`src/rtl/uart_tx_framed.sv`:
```
// uart_tx_framed: FIFO-buffered UART transmitter with
// configurable data width, parity mode and stop-bit count.
module uart_tx_framed #(
  parameter int CLKS_PER_BIT = 868,
  parameter int DATA_BITS    = 8,
  parameter int PARITY       = 0,
  parameter int STOP_BITS    = 1,
  parameter int FIFO_DEPTH   = 4
) (
  input  logic                        clk,
  input  logic                        rst,
  input  logic [DATA_BITS-1:0]        data_in,
  input  logic                        data_valid,
  output logic                        data_ready,
  output logic                        txd,
  output logic                        busy,
  output logic [$clog2(FIFO_DEPTH):0] fifo_count
);

  localparam int AW = $clog2(FIFO_DEPTH);
  localparam int CW = AW + 1;
  localparam int TW = $clog2(STOP_BITS * CLKS_PER_BIT);
  localparam int BW = $clog2(DATA_BITS);

  localparam logic [TW-1:0] BIT_END  = TW'(CLKS_PER_BIT - 1);
  localparam logic [TW-1:0] STOP_END = TW'(STOP_BITS * CLKS_PER_BIT - 1);
  localparam logic [BW-1:0] LAST_BIT = BW'(DATA_BITS - 1);
  localparam logic [CW-1:0] FULL     = CW'(FIFO_DEPTH);
  localparam logic          ODD      = (PARITY == 1);

  typedef enum logic [2:0] {
    S_IDLE,
    S_START,
    S_DATA,
    S_PAR,
    S_STOP
  } state_t;

  state_t               state_q, state_d;
  logic [TW-1:0]        cnt_q, cnt_d;
  logic [BW-1:0]        bit_q, bit_d;
  logic [DATA_BITS-1:0] shift_q, shift_d;
  logic                 par_q, par_d;
  logic                 txd_q, txd_d;
  logic                 busy_q, busy_d;
  logic                 ready_q;
  logic [CW-1:0]        count_q, count_d;
  logic [AW-1:0]        wr_q, rd_q;
  logic [DATA_BITS-1:0] mem_q [FIFO_DEPTH];
  logic [DATA_BITS-1:0] head;
  logic                 push, pop;

  assign push       = data_valid && ready_q;
  assign head       = mem_q[rd_q];
  assign data_ready = ready_q;
  assign txd        = txd_q;
  assign busy       = busy_q;
  assign fifo_count = count_q;

  always_comb begin
    state_d = state_q;
    cnt_d   = cnt_q + 1'b1;
    bit_d   = bit_q;
    shift_d = shift_q;
    par_d   = par_q;
    pop     = 1'b0;
    unique case (state_q)
      S_IDLE: begin
        cnt_d = '0;
        if (count_q != '0) begin
          pop     = 1'b1;
          shift_d = head;
          par_d   = ^head ^ ODD;
          state_d = S_START;
        end
      end
      S_START: begin
        if (cnt_q == BIT_END) begin
          cnt_d   = '0;
          bit_d   = '0;
          state_d = S_DATA;
        end
      end
      S_DATA: begin
        if (cnt_q == BIT_END) begin
          cnt_d = '0;
          if (bit_q == LAST_BIT) begin
            state_d = (PARITY != 0) ? S_PAR : S_STOP;
          end else begin
            bit_d   = bit_q + 1'b1;
            shift_d = shift_q >> 1;
          end
        end
      end
      S_PAR: begin
        if (cnt_q == BIT_END) begin
          cnt_d   = '0;
          state_d = S_STOP;
        end
      end
      S_STOP: begin
        if (cnt_q == STOP_END) begin
          cnt_d = '0;
          // chain straight into the next start bit when data is waiting
          if (count_q != '0) begin
            pop     = 1'b1;
            shift_d = head;
            par_d   = ^head ^ ODD;
            state_d = S_START;
          end else begin
            state_d = S_IDLE;
          end
        end
      end
      default: begin
        cnt_d   = '0;
        state_d = S_IDLE;
      end
    endcase
  end

  // outputs are decoded from next state so they can be registered
  always_comb begin
    txd_d  = 1'b1;
    busy_d = (state_d != S_IDLE);
    unique case (state_d)
      S_START: txd_d = 1'b0;
      S_DATA:  txd_d = shift_d[0];
      S_PAR:   txd_d = par_d;
      default: txd_d = 1'b1;
    endcase
  end

  always_comb begin
    count_d = count_q;
    unique case ({push, pop})
      2'b10:   count_d = count_q + 1'b1;
      2'b01:   count_d = count_q - 1'b1;
      default: count_d = count_q;
    endcase
  end

  always_ff @(posedge clk) begin
    if (rst) begin
      state_q <= S_IDLE;
      cnt_q   <= '0;
      bit_q   <= '0;
      shift_q <= '0;
      par_q   <= 1'b0;
      txd_q   <= 1'b1;
      busy_q  <= 1'b0;
      ready_q <= 1'b1;
      count_q <= '0;
      wr_q    <= '0;
      rd_q    <= '0;
    end else begin
      state_q <= state_d;
      cnt_q   <= cnt_d;
      bit_q   <= bit_d;
      shift_q <= shift_d;
      par_q   <= par_d;
      txd_q   <= txd_d;
      busy_q  <= busy_d;
      ready_q <= (count_d != FULL);
      count_q <= count_d;
      if (push) wr_q <= wr_q + 1'b1;
      if (pop)  rd_q <= rd_q + 1'b1;
    end
  end

  always_ff @(posedge clk) begin
    if (push) mem_q[wr_q] <= data_in;
  end

endmodule

```
`config.mk`:
```
export PLATFORM = sky130hd
export DESIGN_NAME = uart_tx_framed
export DESIGN_NICKNAME = d
export VERILOG_FILES = /design/src/rtl/uart_tx_framed.sv
export SDC_FILE = /design/constraint.sdc
export NUM_CORES = 1
export LEC_CHECK = 0
export CAP_MARGIN = 25
export CELL_PAD_IN_SITES_DETAIL_PLACEMENT = 0
export CELL_PAD_IN_SITES_GLOBAL_PLACEMENT = 2
export CORE_ASPECT_RATIO = 1.75
export CORE_MARGIN = 2
export CORE_UTILIZATION = 44
export CTS_CLUSTER_SIZE = 16
export DETAILED_ROUTE_END_ITERATION = 7
export PLACE_DENSITY_LB_ADDON = 0.1
export SLEW_MARGIN = 10
export SYNTH_ARGS = -nofsm -noshare
export SYNTH_HDL_FRONTEND = slang
export SYNTH_SLANG_ARGS = --single-unit
```
`constraint.sdc`:
```
create_clock -name clk -period 6 [get_ports clk]
set_input_delay 1.2 -clock clk [delete_from_list [all_inputs] [get_ports clk]]
set_output_delay 1.2 -clock clk [all_outputs]
set_load 0.005 [all_outputs]
```
==> results.cfg, run 1 <==
[finish]
fin_nets = 279
layout.cells.non_filler = 346
synthToLayoutAreaGrowth_pct = 18.0
drive_above_1_share_pct = 14.0
post-route-util_pct = 53.9
antenna_cells = 0

[power]
p_sw_uw = 467
leakage_uw = 0.00127
vdd_ir_drop_max_v = 0.000316
power.density_nw_per_um2 = 460
clkPwrFrac_pct = 34.6
p_comb_share_pct = 26.8
p_seq_share_pct = 38.6
netSwitchingFraction_pct = 28.6
p_int_uw = 1170

[logic_synthesis]
ys.flop_type = dfxtp_1
netlist_area_um2 = 3010
synth.top_cell.area_share_pct = 31.9
synth_edf_count = 32
synth.area.top_cells = edfxtp_1 32%, dfxtp_1 25%, mux4_2 6.0%
synth_cell_types = 51
ys_seq_elements = 69
synth_seq_area_share_pct = 56.5
postSynthAreaPerCell_um2 = 12.5
synthCells = 240
synth-warning-count = 0
syn_nets = 260
synth-async-reset-ratio_pct = 0
yosysTopAreaCell = edfxtp_1

[drt]
post_drt_via_cell_ratio = 5.29
wl_um = 5340
drc_errors = 0
wl_per_cell_um = 15.4
vias = 1830
ant_nets = 0
drt-pass1-iter-count = 4
drtIter0Drc = 82

[sta]
slew_viol_final = 0
hold_viol = 0
tns_ps = 0
rsz0062_at_grt = false
slew_headroom_pct = 36.7
period_minus_slack_ps = 3500
setup_violations = 0
max_freq_mhz = 285
fin_skew_ps = 8.20
fin_crit_sh_pct = 58.4
tightest_slew_ps = 950

[worst_setup_path]
slowest_stage = a21oi_1
worstSetupEndpointType = register
path_cells = ha_1, nor3b_2, nand3_2, a21oi_1, ha_1, inv_1, fa_1, xor2_1, nor2_1, xnor2_1, or3_1
start_kind = register
arrival_ps = 3720
path_max_fanout = 12
cp_common_cell = ha_1
worstPathRequired_ps = 6210
max_stage_delay_ps = 810
critical_path_class = register to register

[cts]
cts_tree = done
cts_buffers = 9
cts-hold-fix-buffers = 0
clk_pin_slew_ps = 60
cts_buffer_depth = 2
clock_latency_ps = 330
ctsResizeCount = 0
ctsHtreeMaxLevel = 3
post-cts-setup-buffer-count = 0
root_buffer = clkbuf_16
clock-sinks = 69

[die]
die_w_um = 66.5
start_util_pct = 45.7
design.die.area_um2 = 7540
die_h_um = 113
ioPinCount = 17
rows = 39
core_area_um2 = 6590

[job]
cap_viol_max_count = 0

[placed_design]
portBuffers = 16
hpwl_um = 3860
gp_congestion = 0.714
dp_cells = 329

[run_status]
outcome = complete, no violations

[global_route]
grt-ovfl-total = 0
antenna_found_initial = 0
grt_max_degree = 28
grt_pass1_wl_um = 8980
grt_usage_pct = 16.5
grt_pass1_vias = 1905

[hold_path]
hp-class = register to register
==> logic make-up after synthesis <==
kind of cell | after synthesis | share of synthesized area (%)
XOR/XNOR | 21 | 6.11
buffers and inverters | 15 | 2.70
adder cells (fa/ha/maj) | 9 | 3.99
AO/OA/AOI/OAI | 35 | 8.40
flip-flops | 69 | 56.5
AND/OR/NAND/NOR | 80 | 15.3
multiplexers | 11 | 6.99
==> critical path: cells and delay by family, from the launching register on <==
kind	cells	cell delay, ps
AO/OA/AOI/OAI	1	810
XOR/XNOR	2	230
adder cells (fa/ha/maj)	3	970
buffers and inverters	1	60
flip-flops	1	360
AND/OR/NAND/NOR	4	960
==> sequential cells by signal, summed over array words and instances, names as in the netlist, 2 cells and up, named ones only <==
register / flops
rd_q: 2
shift_q: 8
cnt_q: 10
bit_q: 3
fifo_count: 3
wr_q: 2
mem_q: 32
state_q: 3
==> cell type report <==
cell class / instances / area (µm²)
fillers: 589 / 3040
well taps: 82 / 103
multi-input cells: 156 / 1230
inverters: 6 / 22.5
clock buffers: 10 / 229
clock inverters: 6 / 95.1
repair buffers: 17 / 175
flip-flops and latches: 69 / 1700
==> stage by stage <==
step                      total power, µW  cell area [µm²]  hold slack, ps  setup slack, ps
final                                1640             3550             459             2500
after global routing                 1740             3550             480             2140
after CTS                            1660             3540             461             2440
after detailed placement             1090             3210             448             2450
after global placement               1090             3210             439             2500
after floorplan                       974             3010             426             3020
==> cell usage after synthesis, types with 7 or more instances <==
cell type and instances:
nand3_1 7, edfxtp_1 32, dfxtp_1 37, xor2_1 8, nor2_1 26, xnor2_1 13
nand2_1 13, mux4_2 8, ha_1 8, a21oi_1 13
==> power groups by stage <==
stage | logic, µW | clock network [µW] | registers [µW]
6_report | 439 | 565 | 632
5_1_grt | 499 | 599 | 645
4_1_cts | 448 | 581 | 634
3_5_place_dp | 446 | 0 | 643
3_3_place_gp | 447 | 0 | 643
2_1_floorplan | 358 | 0 | 616
==> metal layers <==
metal | vias to the layer above | global-route usage, % | share of wire, % | routed length (µm)
li1 | 915 | - | - | -
met1 | 887 | 16.6 | 39 | 2080
met2 | 17 | 29.6 | 56 | 2990
met3 | 11 | 5.03 | 2.7 | 145
met4 | 0 | 8.16 | 2.3 | 125
met5 | - | 0 | 0 | 0
==> layout by cell type (no fill, tap or decap), drive strengths merged, types with 3 or more instances in the layout <==
| master | count |
|---|---|
| nand3 | 8 |
| clkdlybuf4s50 | 16 |
| and2 | 4 |
| xnor2 | 13 |
| and3 | 7 |
| inv | 7 |
| nor2 | 26 |
| clkinv | 3 |
| mux2i | 3 |
| ha | 8 |
| a211oi | 5 |
| a22oi | 6 |
| dfxtp | 37 |
| mux4 | 8 |
| or3 | 3 |
| xor2 | 8 |
| edfxtp | 32 |
| nand2 | 13 |
| a21oi | 13 |
| clkbuf | 10 |
==> worst paths after layout <==
path         startpoint    endpoint  slack, ps  depth (start not counted)
max            cnt_q[0]  data_ready       2500                         11
min            cnt_q[0]    cnt_q[0]        460                          1
max reg2reg    cnt_q[0]  data_ready       2500                         11
min reg2reg    cnt_q[0]    cnt_q[0]        460                          1
(Power assumes the default switching activity.)
==> run 2, diff against run 1 <==
CORE_UTILIZATION = 41   (was 44)
clock period = 3.4 ns   (was 6 ns; I/O delays follow)
==> run 2 against run 1 <==
  * Clock skew down 3.6 ps
  * Register-to-register slack got worse by 2000 ps
  * Critical path depth unchanged
  * Via count decreased by 0.87%
  * First-iteration DRC count is 18% higher
  * Flip-flop and latch count did not move
  * Die area up 7.0%
  * Sequential power grew 76%
  * Combinational power grew 79%
  * Clock-buffer cell count decreased by 1
  * Power increased by 76%
  * Worst setup slack worse by 2000 ps
  * Highest routed layer unchanged
==> results.cfg, run 2 (synthesis gave the netlist of run 1 again) <==
[worst_setup_path]
slowest_stage = dfxtp_1
r2r_cells = 11
arrival_ps = 3090
rr_startpoint = cnt_q[0]
worstSetupEndpointType = register
regToRegEndpoint = data_ready
path_max_fanout = 10
max_stage_delay_ps = 370
start_kind = register
rrSetupSlack_ps = 520
worstPathRequired_ps = 3610
cp_common_cell = ha_1
path_cells = ha_1, nor3b_2, nand3_2, a21oi_1, ha_1, inv_1, fa_1, xor2_1, nor2_1, xnor2_1, or3_1
critical_path_class = register to register

[job]
cap_viol_max_count = 0

[global_route]
grt_usage_pct = 15.2
grt_pass1_vias = 1903
grt-ovfl-total = 0
grt_pass1_wl_um = 8980
antenna_found_initial = 0
grt_max_degree = 21

[sta]
rsz0062_at_grt = false
slew_headroom_pct = 64.2
tns_ps = 0
max_freq_mhz = 347
hold_viol = 0
fin_skew_ps = 4.58
tightest_slew_ps = 536
period_minus_slack_ps = 2880
fin_crit_sh_pct = 84.7
setup_violations = 0
slew_viol_final = 0

[placed_design]
hpwl_um = 3930
portBuffers = 16
gp_congestion = 0.705
dp_cells = 336

[cts]
cts_buffers = 9
clock-sinks = 69
clock_latency_ps = 330
ctsResizeCount = 0
clk_pin_slew_ps = 60
cts-hold-fix-buffers = 0
cts_buffer_depth = 2
cts_tree = done
post-cts-setup-buffer-count = 0
ctsHtreeMaxLevel = 3
root_buffer = clkbuf_16

[run_status]
outcome = complete, no violations

[drt]
wl_per_cell_um = 15.2
wl_um = 5330
drt-pass1-iter-count = 4
ant_nets = 0
drc_errors = 0
drtIter0Drc = 97
post_drt_via_cell_ratio = 5.17
vias = 1814

[finish]
final_common_cell = dfxtp_1
synthToLayoutAreaGrowth_pct = 18.1
layout.cells.non_filler = 351
drive_above_1_share_pct = 14.7
antenna_cells = 0
top_register = mem_q
fillCellCount = 686
largest_reg_flops = 32
reg_top3 = mem_q (32), cnt_q (10), shift_q (8)
final_cell_mix = 37 x dfxtp_1, 32 x edfxtp_1, 26 x nor2_1
fin_nets = 281

[power]
power.density_nw_per_um2 = 807
design_power_total_uw = 2870
leakage_uw = 0.00127
vdd_ir_drop_max_v = 0.000543

[die]
die_h_um = 117
start_util_pct = 41.9
rows = 41
core_area_um2 = 7180
ioPinCount = 17
die_w_um = 68.8
design.die.area_um2 = 8070

[hold_path]
hp-class = register to register
hold_depth = 2
min_from = shift_q[7]
whs_endpoint = shift_q[6]
-- run 2: cell count changes in the layout (fill, tap and decap cells not counted), sizes merged --
cell      change
clkinvlp      +2
inv           -1
clkbuf        -1
clkinv        -1
buf           +2
-- run 2: worst max-delay path by stage --
stage                 end  cells past startpoint     start  slack [ps]
2_1_floorplan  data_ready                     12  cnt_q[0]         420
3_3_place_gp   data_ready                     11  cnt_q[0]         580
3_5_place_dp   data_ready                     11  cnt_q[0]         510
4_1_cts        data_ready                     11  cnt_q[0]         490
5_1_grt        data_ready                     11  cnt_q[0]         270
6_report       data_ready                     11  cnt_q[0]         520
-- run 2: where the power goes --
group	leakage (µW)	switching, µW	internal [µW]
logic	0.000524	378	410
registers	0.000596	98.9	1010
clock network	0.000147	332	636
-- run 2: through the flow --
step           worst slack [ps]  util [%]  hold slack [ps]  instance area (µm²)
2_1_floorplan               424         -              426                 3010
3_3_place_gp                584      45.1              440                 3240
3_5_place_dp                512      45.1              451                 3240
4_1_cts                     490      49.5              460                 3550
5_1_grt                     274      49.5              480                 3550
6_report                    519      49.5              454                 3550
-- run 2: area by class of cell --
type / count / area (µm²) / area share [%]
clock inverters: 6 / 88.8 / 2.50
flip-flops and latches: 69 / 1700 / 47.9
well taps: 86 / 108 / 3.03
clock buffers: 9 / 225 / 6.34
repair buffers: 19 / 183 / 5.14
inverters: 6 / 22.5 / 0.634
multi-input cells: 156 / 1230 / 34.5
-- run 2: per-layer routing --
metal  vias to the layer above  routed length [µm]  global-route usage [%]
met4                         0                 122                    6.99
met5                         -                   0                       0
met2                        21                3010                    27.6
li1                        912                   -                       -
met1                       869                2070                    15.2
met3                        12                 122                    4.03
-- run 2: critical path: cells and delay by family, from the launching register on --
kind | cells | cell delay [ps]
DFF | 1 | 370
buffers and inverters | 1 | 60
and+or+nand+nor | 4 | 960
xor gates and xnor gates | 2 | 230
adders and majority gates | 3 | 880
AOI/OAI and AO/OA | 1 | 270
==> run 3, diff against run 2 <==
CORE_UTILIZATION = 37   (was 41)
clock period = 2.35 ns   (was 3.4 ns; I/O delays follow)
==> run 3 against run 2 <==
  * Worst setup slack worse by 550 ps
  * Largest power group unchanged
  * Register-to-register slack worse by 550 ps
  * Sequential share of layout area is 3.4 points lower
  * Critical endpoint unchanged
  * Via count is 7.0% higher
  * Sequential power is 41% higher
  * Wire length is 14% higher
  * Clock skew is 1.9 ps higher
  * The run now ends with setup timing left
==> results.cfg, run 3 (synthesis gave the netlist of run 1 again) <==
[run_status]
outcome = finished with violations
violations = setup timing

[drt]
wl_um = 6060
drt-pass1-iter-count = 4
drtIter0Drc = 90
ant_nets = 0
wl_per_cell_um = 15.7
drc_errors = 0
vias = 1941
post_drt_via_cell_ratio = 5.04

[worst_setup_path]
worstSetupEndpointType = register
start_kind = register
cp_common_cell = ha_4
slowest_stage = dfxtp_2
worstPathRequired_ps = 2570
critical_path_class = register to register
arrival_ps = 2590
max_stage_delay_ps = 350
path_cells = ha_4, nor3b_4, nand3_4, a21oi_4, ha_4, inv_2, fa_2, xor2_1, nor2_1, xnor2_1, or3_1
rrSetupSlack_ps = -30
path_max_fanout = 2

[global_route]
grt_usage_pct = 15.8
grt_max_degree = 27
grt_pass1_wl_um = 10200
grt-ovfl-total = 0
grt_pass1_vias = 2024
antenna_found_initial = 0

[finish]
drive_above_1_share_pct = 25.8
synthToLayoutAreaGrowth_pct = 27.2
final_cell_mix = 35 x dfxtp_1, 32 x edfxtp_1, 32 x buf_4
antenna_cells = 0
fin_nets = 310
layout.cells.non_filler = 385
top_register = mem_q
final_common_cell = dfxtp_1
reg_top3 = mem_q (32), cnt_q (10), shift_q (8)
largest_reg_flops = 32

[placed_design]
portBuffers = 16
gp_congestion = 0.768
dp_cells = 367
place_ws_ps = -50.8
hpwl_um = 4530

[sta]
tightest_slew_ps = 462
fin_skew_ps = 6.46
fin_crit_sh_pct = 101
whs_ps = 453
setup_ws_ps = -26.5
slew_viol_final = 0
setup_violations = 1
rsz0062_at_grt = true
max_freq_mhz = 421
hold_viol = 0
slew_headroom_pct = 69.2
period_minus_slack_ps = 2380
tns_ps = -26.5

[cts]
ctsHtreeMaxLevel = 3
cts-hold-fix-buffers = 0
cts_tree = done
cts_buffer_depth = 2
cts_buffers = 9
clk_pin_slew_ps = 60
clock-sinks = 69
root_buffer = clkbuf_16
clock_latency_ps = 340

[die]
core_area_um2 = 7910
ioPinCount = 17
die_w_um = 72.2
start_util_pct = 38.0
die_h_um = 123
rows = 43
design.die.area_um2 = 8900

[hold_path]
hp-class = register to register

[power]
p_comb_share_pct = 31.9
p_sw_uw = 1290
vdd_ir_drop_max_v = 0.000622
clkPwrFrac_pct = 31.5
power.density_nw_per_um2 = 1120
leakage_uw = 0.00141
netSwitchingFraction_pct = 29.9
p_int_uw = 3020
p_seq_share_pct = 36.5

[job]
cap_viol_max_count = 0
## run 3: changes by cell type in the layout (fill, tap and decap cells not counted), sizes merged
cell,previous run,this run
buf,3,32
inv,6,8
bufinv,2,1
clkinv,2,1
clkinvlp,2,3
## run 3: cell type report
| type | instances | area [µm²] |
|---|---|---|
| clock inverters | 7 | 73.8 |
| clock buffers | 9 | 225 |
| well taps | 90 | 113 |
| fillers | 742 | 4080 |
| multi-input cells | 156 | 1290 |
| repair buffers | 48 | 400 |
| inverters | 6 | 22.5 |
| flip-flops and latches | 69 | 1700 |
## run 3: power groups by stage
| stage | sequential [µW] | combinational, µW | clock, µW |
|---|---|---|---|
| after floorplan | 1580 | 993 | 0 |
| after global placement | 1600 | 1390 | 0 |
| final | 1570 | 1370 | 1360 |
| after CTS | 1580 | 1410 | 1380 |
| after global routing | 1600 | 1550 | 1420 |
| after detailed placement | 1600 | 1400 | 0 |
## run 3: critical path: cells and delay by family, from the launching register on
family,cells,cell delay (ps)
xor gates and xnor gates,2,230
adders and majority gates,3,610
buffers and inverters,1,40
AOI/OAI and AO/OA,1,190
and+or+nand+nor,4,830
DFF,1,350
## run 3: metrics by stage
| stage | power (µW) | util (%) | instance area (µm²) |
|---|---|---|---|
| floorplan | 2570 | - | 3080 |
| global placement | 2990 | 44.3 | 3510 |
| detailed placement | 3000 | 44.3 | 3510 |
| CTS | 4370 | 48.2 | 3810 |
| global route | 4570 | 48.4 | 3830 |
| finish | 4310 | 48.4 | 3830 |
## run 3: per-layer routing
layer | track usage [%] | wire length [µm] | share of wire, % | vias up
met2 | 29.1 | 3550 | 59 | 17
met5 | 0 | 0 | 0 | -
li1 | - | - | - | 975
met3 | 2.44 | 122 | 2.0 | 11
met1 | 16.3 | 2250 | 37 | 938
met4 | 9.55 | 136 | 2.2 | 0
## run 3: worst paths after layout
kind              startpoint          to  cells past startpoint
setup reg to reg    cnt_q[1]  data_ready                     11
setup / recovery    cnt_q[1]  data_ready                     11
hold / removal    shift_q[7]  shift_q[6]                      2
hold reg to reg   shift_q[7]  shift_q[6]                      2
## run 3: repair_timing
item                                    in CTS  in global routing
setup buffers                                1                  1
gates resized for setup                      1                  1
endpoints found under the setup margin       1                  2
